## src/rtl/uart_tx.sv

```systemverilog
// uart_tx: serial UART transmitter, LSB-first frames of 5..16 data bits with
// optional even/odd parity and one or two stop bits. Frame settings are
// captured when a frame is accepted so the register interface can change
// freely while the frame is on the line.
module uart_tx #(
    parameter int DIV_W  = 16,
    parameter int DATA_W = 16
) (
    input  logic              clk,
    input  logic              rst,
    input  logic [DIV_W-1:0]  clk_div,
    input  logic [DATA_W-1:0] data_in,
    input  logic              start,
    input  logic [4:0]        bits_per_word,
    input  logic              parity_en,
    input  logic              parity_odd,
    input  logic              two_stop_bit,
    output logic              tx,
    output logic              busy,
    output logic              done
);

    typedef enum logic [2:0] {
        S_IDLE   = 3'd0,
        S_START  = 3'd1,
        S_DATA   = 3'd2,
        S_PARITY = 3'd3,
        S_STOP1  = 3'd4,
        S_STOP2  = 3'd5
    } state_t;

    localparam logic [DIV_W-1:0] CNT_ONE  = DIV_W'(1);
    localparam logic [4:0]       IDX_MAX  = 5'd15;

    state_t              state_q, state_d;

    // Baud counter runs 1..D inside a frame and holds at zero outside it.
    logic [DIV_W-1:0]    cnt_q, cnt_d;
    logic [4:0]          idx_q, idx_d;
    logic [DATA_W-1:0]   shift_q, shift_d;
    logic                par_q, par_d;

    // Shadow copies of the frame settings, captured on acceptance.
    logic [DIV_W-1:0]    div_q, div_d;
    logic [4:0]          last_q, last_d;
    logic                par_en_q, par_en_d;
    logic                par_odd_q, par_odd_d;
    logic                two_stop_q, two_stop_d;

    logic                tx_q, tx_d;
    logic                busy_q, busy_d;
    logic                done_q, done_d;

    logic                bit_end;

    assign bit_end = (cnt_q == div_q);

    assign tx   = tx_q;
    assign busy = busy_q;
    assign done = done_q;

    // State, datapath and registered outputs; reset aborts any frame at once.
    always_ff @(posedge clk or negedge rst) begin
        if (!rst) begin
            state_q    <= S_IDLE;
            cnt_q      <= '0;
            idx_q      <= '0;
            shift_q    <= '0;
            par_q      <= 1'b0;
            div_q      <= '0;
            last_q     <= '0;
            par_en_q   <= 1'b0;
            par_odd_q  <= 1'b0;
            two_stop_q <= 1'b0;
            tx_q       <= 1'b1;
            busy_q     <= 1'b0;
            done_q     <= 1'b0;
        end else begin
            state_q    <= state_d;
            cnt_q      <= cnt_d;
            idx_q      <= idx_d;
            shift_q    <= shift_d;
            par_q      <= par_d;
            div_q      <= div_d;
            last_q     <= last_d;
            par_en_q   <= par_en_d;
            par_odd_q  <= par_odd_d;
            two_stop_q <= two_stop_d;
            tx_q       <= tx_d;
            busy_q     <= busy_d;
            done_q     <= done_d;
        end
    end

    // Next-state logic: frame sequencing, bit timing and setting capture.
    always_comb begin
        state_d    = state_q;
        cnt_d      = cnt_q;
        idx_d      = idx_q;
        shift_d    = shift_q;
        par_d      = par_q;
        div_d      = div_q;
        last_d     = last_q;
        par_en_d   = par_en_q;
        par_odd_d  = par_odd_q;
        two_stop_d = two_stop_q;

        // Inside a frame the counter either advances or reloads at bit end.
        if (state_q != S_IDLE) begin
            cnt_d = bit_end ? CNT_ONE : (cnt_q + CNT_ONE);
        end

        unique case (state_q)
            S_IDLE: begin
                if (start) begin
                    state_d    = S_START;
                    cnt_d      = CNT_ONE;
                    idx_d      = '0;
                    par_d      = 1'b0;
                    shift_d    = data_in;
                    // A divisor of zero behaves as one clock per bit.
                    div_d      = (clk_div == '0) ? CNT_ONE : clk_div;
                    last_d     = (bits_per_word > IDX_MAX) ? IDX_MAX : bits_per_word;
                    par_en_d   = parity_en;
                    par_odd_d  = parity_odd;
                    two_stop_d = two_stop_bit;
                end
            end
            S_START: begin
                if (bit_end) begin
                    state_d = S_DATA;
                end
            end
            S_DATA: begin
                if (bit_end) begin
                    // Running parity covers exactly the bits actually sent.
                    par_d = par_q ^ shift_q[0];
                    if (idx_q == last_q) begin
                        state_d = par_en_q ? S_PARITY : S_STOP1;
                    end else begin
                        idx_d   = idx_q + 5'd1;
                        shift_d = shift_q >> 1;
                    end
                end
            end
            S_PARITY: begin
                if (bit_end) begin
                    state_d = S_STOP1;
                end
            end
            S_STOP1: begin
                if (bit_end) begin
                    state_d = two_stop_q ? S_STOP2 : S_IDLE;
                end
            end
            S_STOP2: begin
                if (bit_end) begin
                    state_d = S_IDLE;
                end
            end
            default: begin
                state_d = S_IDLE;
            end
        endcase

        // Leaving a frame parks the counter so no tick runs while idle.
        if (state_d == S_IDLE) begin
            cnt_d = '0;
        end
    end

    // Output logic: line level and status for the state being entered.
    always_comb begin
        tx_d   = 1'b1;
        busy_d = (state_d != S_IDLE);
        done_d = (state_d == S_IDLE) &&
                 ((state_q == S_STOP1) || (state_q == S_STOP2));

        unique case (state_d)
            S_IDLE:   tx_d = 1'b1;
            S_START:  tx_d = 1'b0;
            S_DATA:   tx_d = shift_d[0];
            S_PARITY: tx_d = par_d ^ par_odd_q;
            S_STOP1:  tx_d = 1'b1;
            S_STOP2:  tx_d = 1'b1;
            default:  tx_d = 1'b1;
        endcase
    end

endmodule
```

## config.mk

```make
export PLATFORM = sky130hd
export DESIGN_NAME = uart_tx
export DESIGN_NICKNAME = d
export VERILOG_FILES = /design/src/rtl/uart_tx.sv
export SDC_FILE = /design/constraint.sdc
export NUM_CORES = 1
export LEC_CHECK = 0
export CORE_ASPECT_RATIO = 0.6
export CORE_UTILIZATION = 49
export CTS_CLUSTER_DIAMETER = 60
export CTS_CLUSTER_SIZE = 25
export DETAILED_ROUTE_END_ITERATION = 8
export GPL_ROUTABILITY_DRIVEN = 0
export PLACE_DENSITY = 0.72
export SYNTH_ARGS = -nofsm -noshare
export SYNTH_HDL_FRONTEND = slang
export SYNTH_SLANG_ARGS = --single-unit
```

## constraint.sdc

```tcl
create_clock -name clk -period 2.2 [get_ports clk]
set_input_delay 0.66 -clock clk [delete_from_list [all_inputs] [get_ports clk]]
set_output_delay 0.66 -clock clk [all_outputs]
set_load 0.05 [all_outputs]
```

# Word level (Yosys, flattened, before mapping)
# Cells that the tools add are included.
# op_classes
addsub	2
magnitude_cmp	1
n_eq_ne	13
n_mux	29
bitwise	2
reduce_logical	10
# ops
operator	n
16-bit two-way mux	9
16-bit one-hot mux with 2 select lines	1
3-bit two-way mux	9
5-bit two-way mux	4
3-bit one-hot mux with 6 select lines	1
16-bit by 1-bit adder with 16-bit output, second input constant	1
16-bit equality test	1
16-bit logical NOT	1
3-bit by 2-bit equality test with 1-bit output, second input constant	4
5-bit one-hot mux with 2 select lines	1
3-bit by 1-bit equality test with 1-bit output, second input constant	2
3-bit equality test, second input constant	2
3-bit logical NOT	2
2-bit != test, second input constant	3
3-bit nonzero test	2
5-bit by 1-bit adder with 5-bit output, second input constant	1
5-bit equality test	1
5-bit by 4-bit greater-than comparator with 1-bit output, second input constant	1
4-bit AND reduction	1
1-bit one-hot mux with 3 select lines	1
1-bit two-way mux	2
1-bit one-hot mux with 2 select lines	1
2-bit AND reduction	1
2-bit nonzero test	1
other kinds (3)	4
# totals
reg_bits	68
inputBits	43
word_cells	71

# Longest topological paths before layout
# logic_depth
ltp_word	6
depth_mapped	10
ltp_nobuf	9

# Worst setup path before layout
# No wires, ideal clock.
# synth_path
path_kind	register -> register
from	register cnt_q[0]
to	register cnt_q[10]
arrival_time_ps	1958
slack_ps	123
path_stages_with_launch	11
synth_period_minus_slack_ps	2077
cell_sequence	dfrtp_1 -> xor2_1 -> nor4_4 -> nand4_4 -> o21ai_2 -> o211ai_1 -> nor2b_2 -> inv_2 -> o211ai_4 -> buf_12 -> nor2_2
# synth_via
elab_chain_cells	6
# synth_lines
item	line	text
start, declared	38	logic [DIV_W-1:0] cnt_q, cnt_d;
start signal, assigned	80	cnt_q <= cnt_d;
16-bit by 1-bit adder with 16-bit output / 16-bit equality test (equally long branches)	110, 56	
16-bit two-way mux	110	cnt_d = bit_end ? CNT_ONE : (cnt_q + CNT_ONE);
16-bit two-way mux	109	if (state_q != S_IDLE) begin
16-bit two-way mux	115	if (start) begin
16-bit two-way mux	113	unique case (state_q)
16-bit two-way mux (*)	167	if (state_d == S_IDLE) begin
named net cnt_d[10]	38	
# The timed path passes the listed nets; every way through them passes the cells marked *.
# A chain may end at the register's enable or synchronous reset.

# Worst setup path after layout
# layout_path
from	register cnt_q[3]
to	register cnt_q[5]
# Same word-level chain as after synthesis.

==> metrics.csv <==
stage,metric,value,unit
finish,"Core Util, Final",67.2,%
sta,Final Hold Fails,0,
sta,final setup vio count,0,
floorplan,io pins,46,
cts,clock buffer depth,2,
detailed_routing,DRC,0,
setup_path,CP startpoint kind,flip-flop,
place,Post-DP Area,4060,sq um
finish,share of cells above drive strength 1,17.5,%
detailed_routing,TritonRoute pass-1 iters,5,
global_routing,vias in the first global route,2676,
job,max-cap violations,0,
pwr,PD cells,1230,nW/um^2
setup_path,data arrival time of the worst path,2420,ps
floorplan,row count,23,
sta,max_slew headroom,67.3,%
cts,htree depth,3,
setup_path,critical path peak fanout,7,
cts,number of buffers created by CTS,9,
yosys,Post-synth EDFFs,0,
yosys,ys flop type,dfrtp_1,
place,pre-CTS setup slack,-69.5,ps
detailed_routing,detailed-route wire length,8290,um
global_routing,gr usage total,24.7,%
detailed_routing,DR vias,2782,
yosys,Synth warnings,0,
finish,area delta synth->final,32.5,%
detailed_routing,wire length on met1,4160,um
global_routing,GRT overflow,0,
cts,TritonCTS clock tree,done,
floorplan,die height,66.4,um
setup_path,Critical Path RT,2460,ps
finish,nets@finish,465,
detailed_routing,wire length on met3,484,um
finish,FILL cells,507,
sta,unrepaired setup endpoints after global routing,true,
sta,post-route minimum period,2160,ps
detailed_routing,DRT iter0 DRCs,222,
global_routing,initial antenna violation count,0,
floorplan,Initial Utilization,50.7,%
setup_path,crit path capture type,flip-flop,
global_routing,pin count of the biggest net entering global routing,69,
yosys,Mapped Area,3390,sq um
sta,Least-Margin Pin Slew,489,ps
yosys,Synth area leader,dfrtp_1,
floorplan,die width,109,um
place,number of port buffers,45,
yosys,Syn Nets,394,
finish,ant diodes,0,
detailed_routing,met2 WL,3560,um
setup_path,Setup CP Type,reg -> reg,
yosys,register area share after synthesis,50.3,%
yosys,top post-synthesis cells by area,"dfrtp_1, nand2_1, xor2_1, a22oi_1, xnor2_1",
sta,worst setup margin,43.8,ps
status,outcome,"complete, no violations",
sta,max-slew violation count,0,
finish,post-route cell area,4490,sq um
sta,clock skew,11.9,ps
pwr,P_leak,2.10,nW
cts,root buf cell,clkbuf_16,
floorplan,die area,7260,sq um
detailed_routing,vias per std cell,5.44,
pwr,Max VDD drop,0.681,mV
yosys,Synth Area per Inst,9.70,sq um
cts,latest clock arrival within the worst-skew pair,340,ps
detailed_routing,drt wl/cell,16.2,um
sta,Peak Freq,464,MHz
sta,worst hold slack,336,ps
place,Final HPWL DP,5790,um
detailed_routing,highest metal used,met4,
cts,clk sink count,68,
worst_hold_path,Min-Delay Path Class,in -> async,
yosys,Netlist cell types,49,
yosys,post-synth top area share,49.5,%
yosys,Synth async-reset ratio,100,%
yosys,Yosys reg bits,68,
global_routing,first-pass GRT wire length,13100,um
detailed_routing,Routed Antenna Nets,0,
floorplan,CORE AREA,6680,sq um
sta,fin crit share,98.0,%
yosys,Post-Synthesis Cells,349,
cts,Worst-path clk slew,50,ps
## final cells by class
| type | instances | area, sq um | share of cell area, % |
|---|---|---|---|
| well taps | 87 | 109 | 2.42 |
| multi-input cells | 261 | 1630 | 36.2 |
| repair buffers | 73 | 686 | 15.3 |
| clock inverters | 6 | 114 | 2.54 |
| flip-flops and latches | 68 | 1700 | 38.0 |
| inverters | 7 | 26.3 | 0.585 |
| clock buffers | 9 | 225 | 5.02 |
## metal layers
| layer | up-vias | track usage, % |
|---|---|---|
| li1 | 1316 | - |
| met1 | 1370 | 37.5 |
| met2 | 84 | 33.8 |
| met3 | 12 | 6.11 |
| met4 | 0 | 8.17 |
| met5 | - | 0 |
## registers in the layout (all words and copies together), names as in the netlist
| signal | cells |
|---|---|
| busy | 1 |
| cnt_q | 16 |
| div_q | 16 |
| done | 1 |
| idx_q | 5 |
| last_q | 5 |
| par_en_q | 1 |
| par_odd_q | 1 |
| par_q | 1 |
| shift_q | 16 |
| state_q | 3 |
| two_stop_q | 1 |
| tx | 1 |
## worst max-delay path, stage by stage, from the launching register on
cell and delay [ps]:
dfrtp_2 420, xor2_1 180, nor4_4 330, nand4_4 160, buf_8 170, o211ai_1 280
nor2b_2 90, inv_2 150, o211ai_4 170, nor2_2 140
## through the flow
| stage | power (mW) | TNS, ps | instances |
|---|---|---|---|
| finish | 5.54 | 0 | 511 |
| global route | 5.84 | -490 | 511 |
| CTS | 5.45 | 0 | 504 |
| detailed placement | 3.80 | -135 | 489 |
| global placement | 3.73 | 0 | 489 |
| floorplan | 3.24 | 0 | 349 |
## placed cells by master (no fill, tap or decap), types with 2 or more instances in the layout
cell type         n
a22oi_1          13
a21oi_1           2
and3_1            2
nor4_4            4
o21ai_0           9
o211ai_4          2
nand4_1           2
mux2i_1           6
buf_4            26
and2_1            2
ha_1              2
buf_12            2
nand2_1          95
dfrtp_1          66
nor2_1           21
nor3_1            4
nor3_2            3
nand3_1          11
nor2b_1           5
nor4_1            5
xnor2_1          11
bufinv_16         3
clkdlybuf4s50_1  43
clkbuf_16         9
clkinvlp_4        2
nor2_2           11
inv_1             6
xor2_1           28
a2bb2oi_1         2
## logic make-up after synthesis
| logic type | count (synthesis) | share of synthesized area, % |
|---|---|---|
| simple gates | 171 | 24.8 |
| xor+xnor | 39 | 10.1 |
| flops | 68 | 50.3 |
| buf+inv | 21 | 2.96 |
| fa+ha+maj | 2 | 0.739 |
| mux | 7 | 2.11 |
| compound gates | 41 | 9.09 |
## path summary, 6_finish.rpt
kind / start / end / slack (ps) / depth (start not counted)
setup / recovery: cnt_q[3] / cnt_q[5] / 40 / 9
hold / removal: rst / shift_q[7] / 340 / 2
setup reg to reg: cnt_q[3] / cnt_q[5] / 40 / 9
hold reg to reg: two_stop_q / two_stop_q / 480 / 2
max in group asynchronous: rst / cnt_q[3] / 1540 / 2
min in group clk: two_stop_q / two_stop_q / 480 / 2
## repair_timing
item | CTS | global route
hold buffers | 0 | 0
setup endpoints to repair | 1 | 33
pin swaps | 0 | 16
hold endpoints to repair | 0 | 0
cloned | 0 | 1
resized for setup | 1 | 5
buffers inserted | 0 | 6
## cells in the mapped netlist (2+ instances only)
master,instances
a2bb2oi_1,2
ha_1,2
mux2i_1,6
buf_2,4
and3_1,2
nor2_1,22
nand3_1,11
a21oi_1,2
nor3_1,6
nand4_1,2
clkbuf_1,9
o21ai_0,9
and2_1,2
xor2_1,28
nand2_1,95
nor4_4,4
dfrtp_1,67
nor4_1,5
a22oi_1,13
nor2_2,10
inv_1,6
xnor2_1,11
nor2b_1,5
## where the power goes
| part | switching (mW) | internal, mW |
|---|---|---|
| clock network | 0.530 | 1.10 |
| registers | 0.371 | 1.71 |
| logic | 1.02 | 0.808 |
No activity file was read; power rests on OpenSTA's default activity.
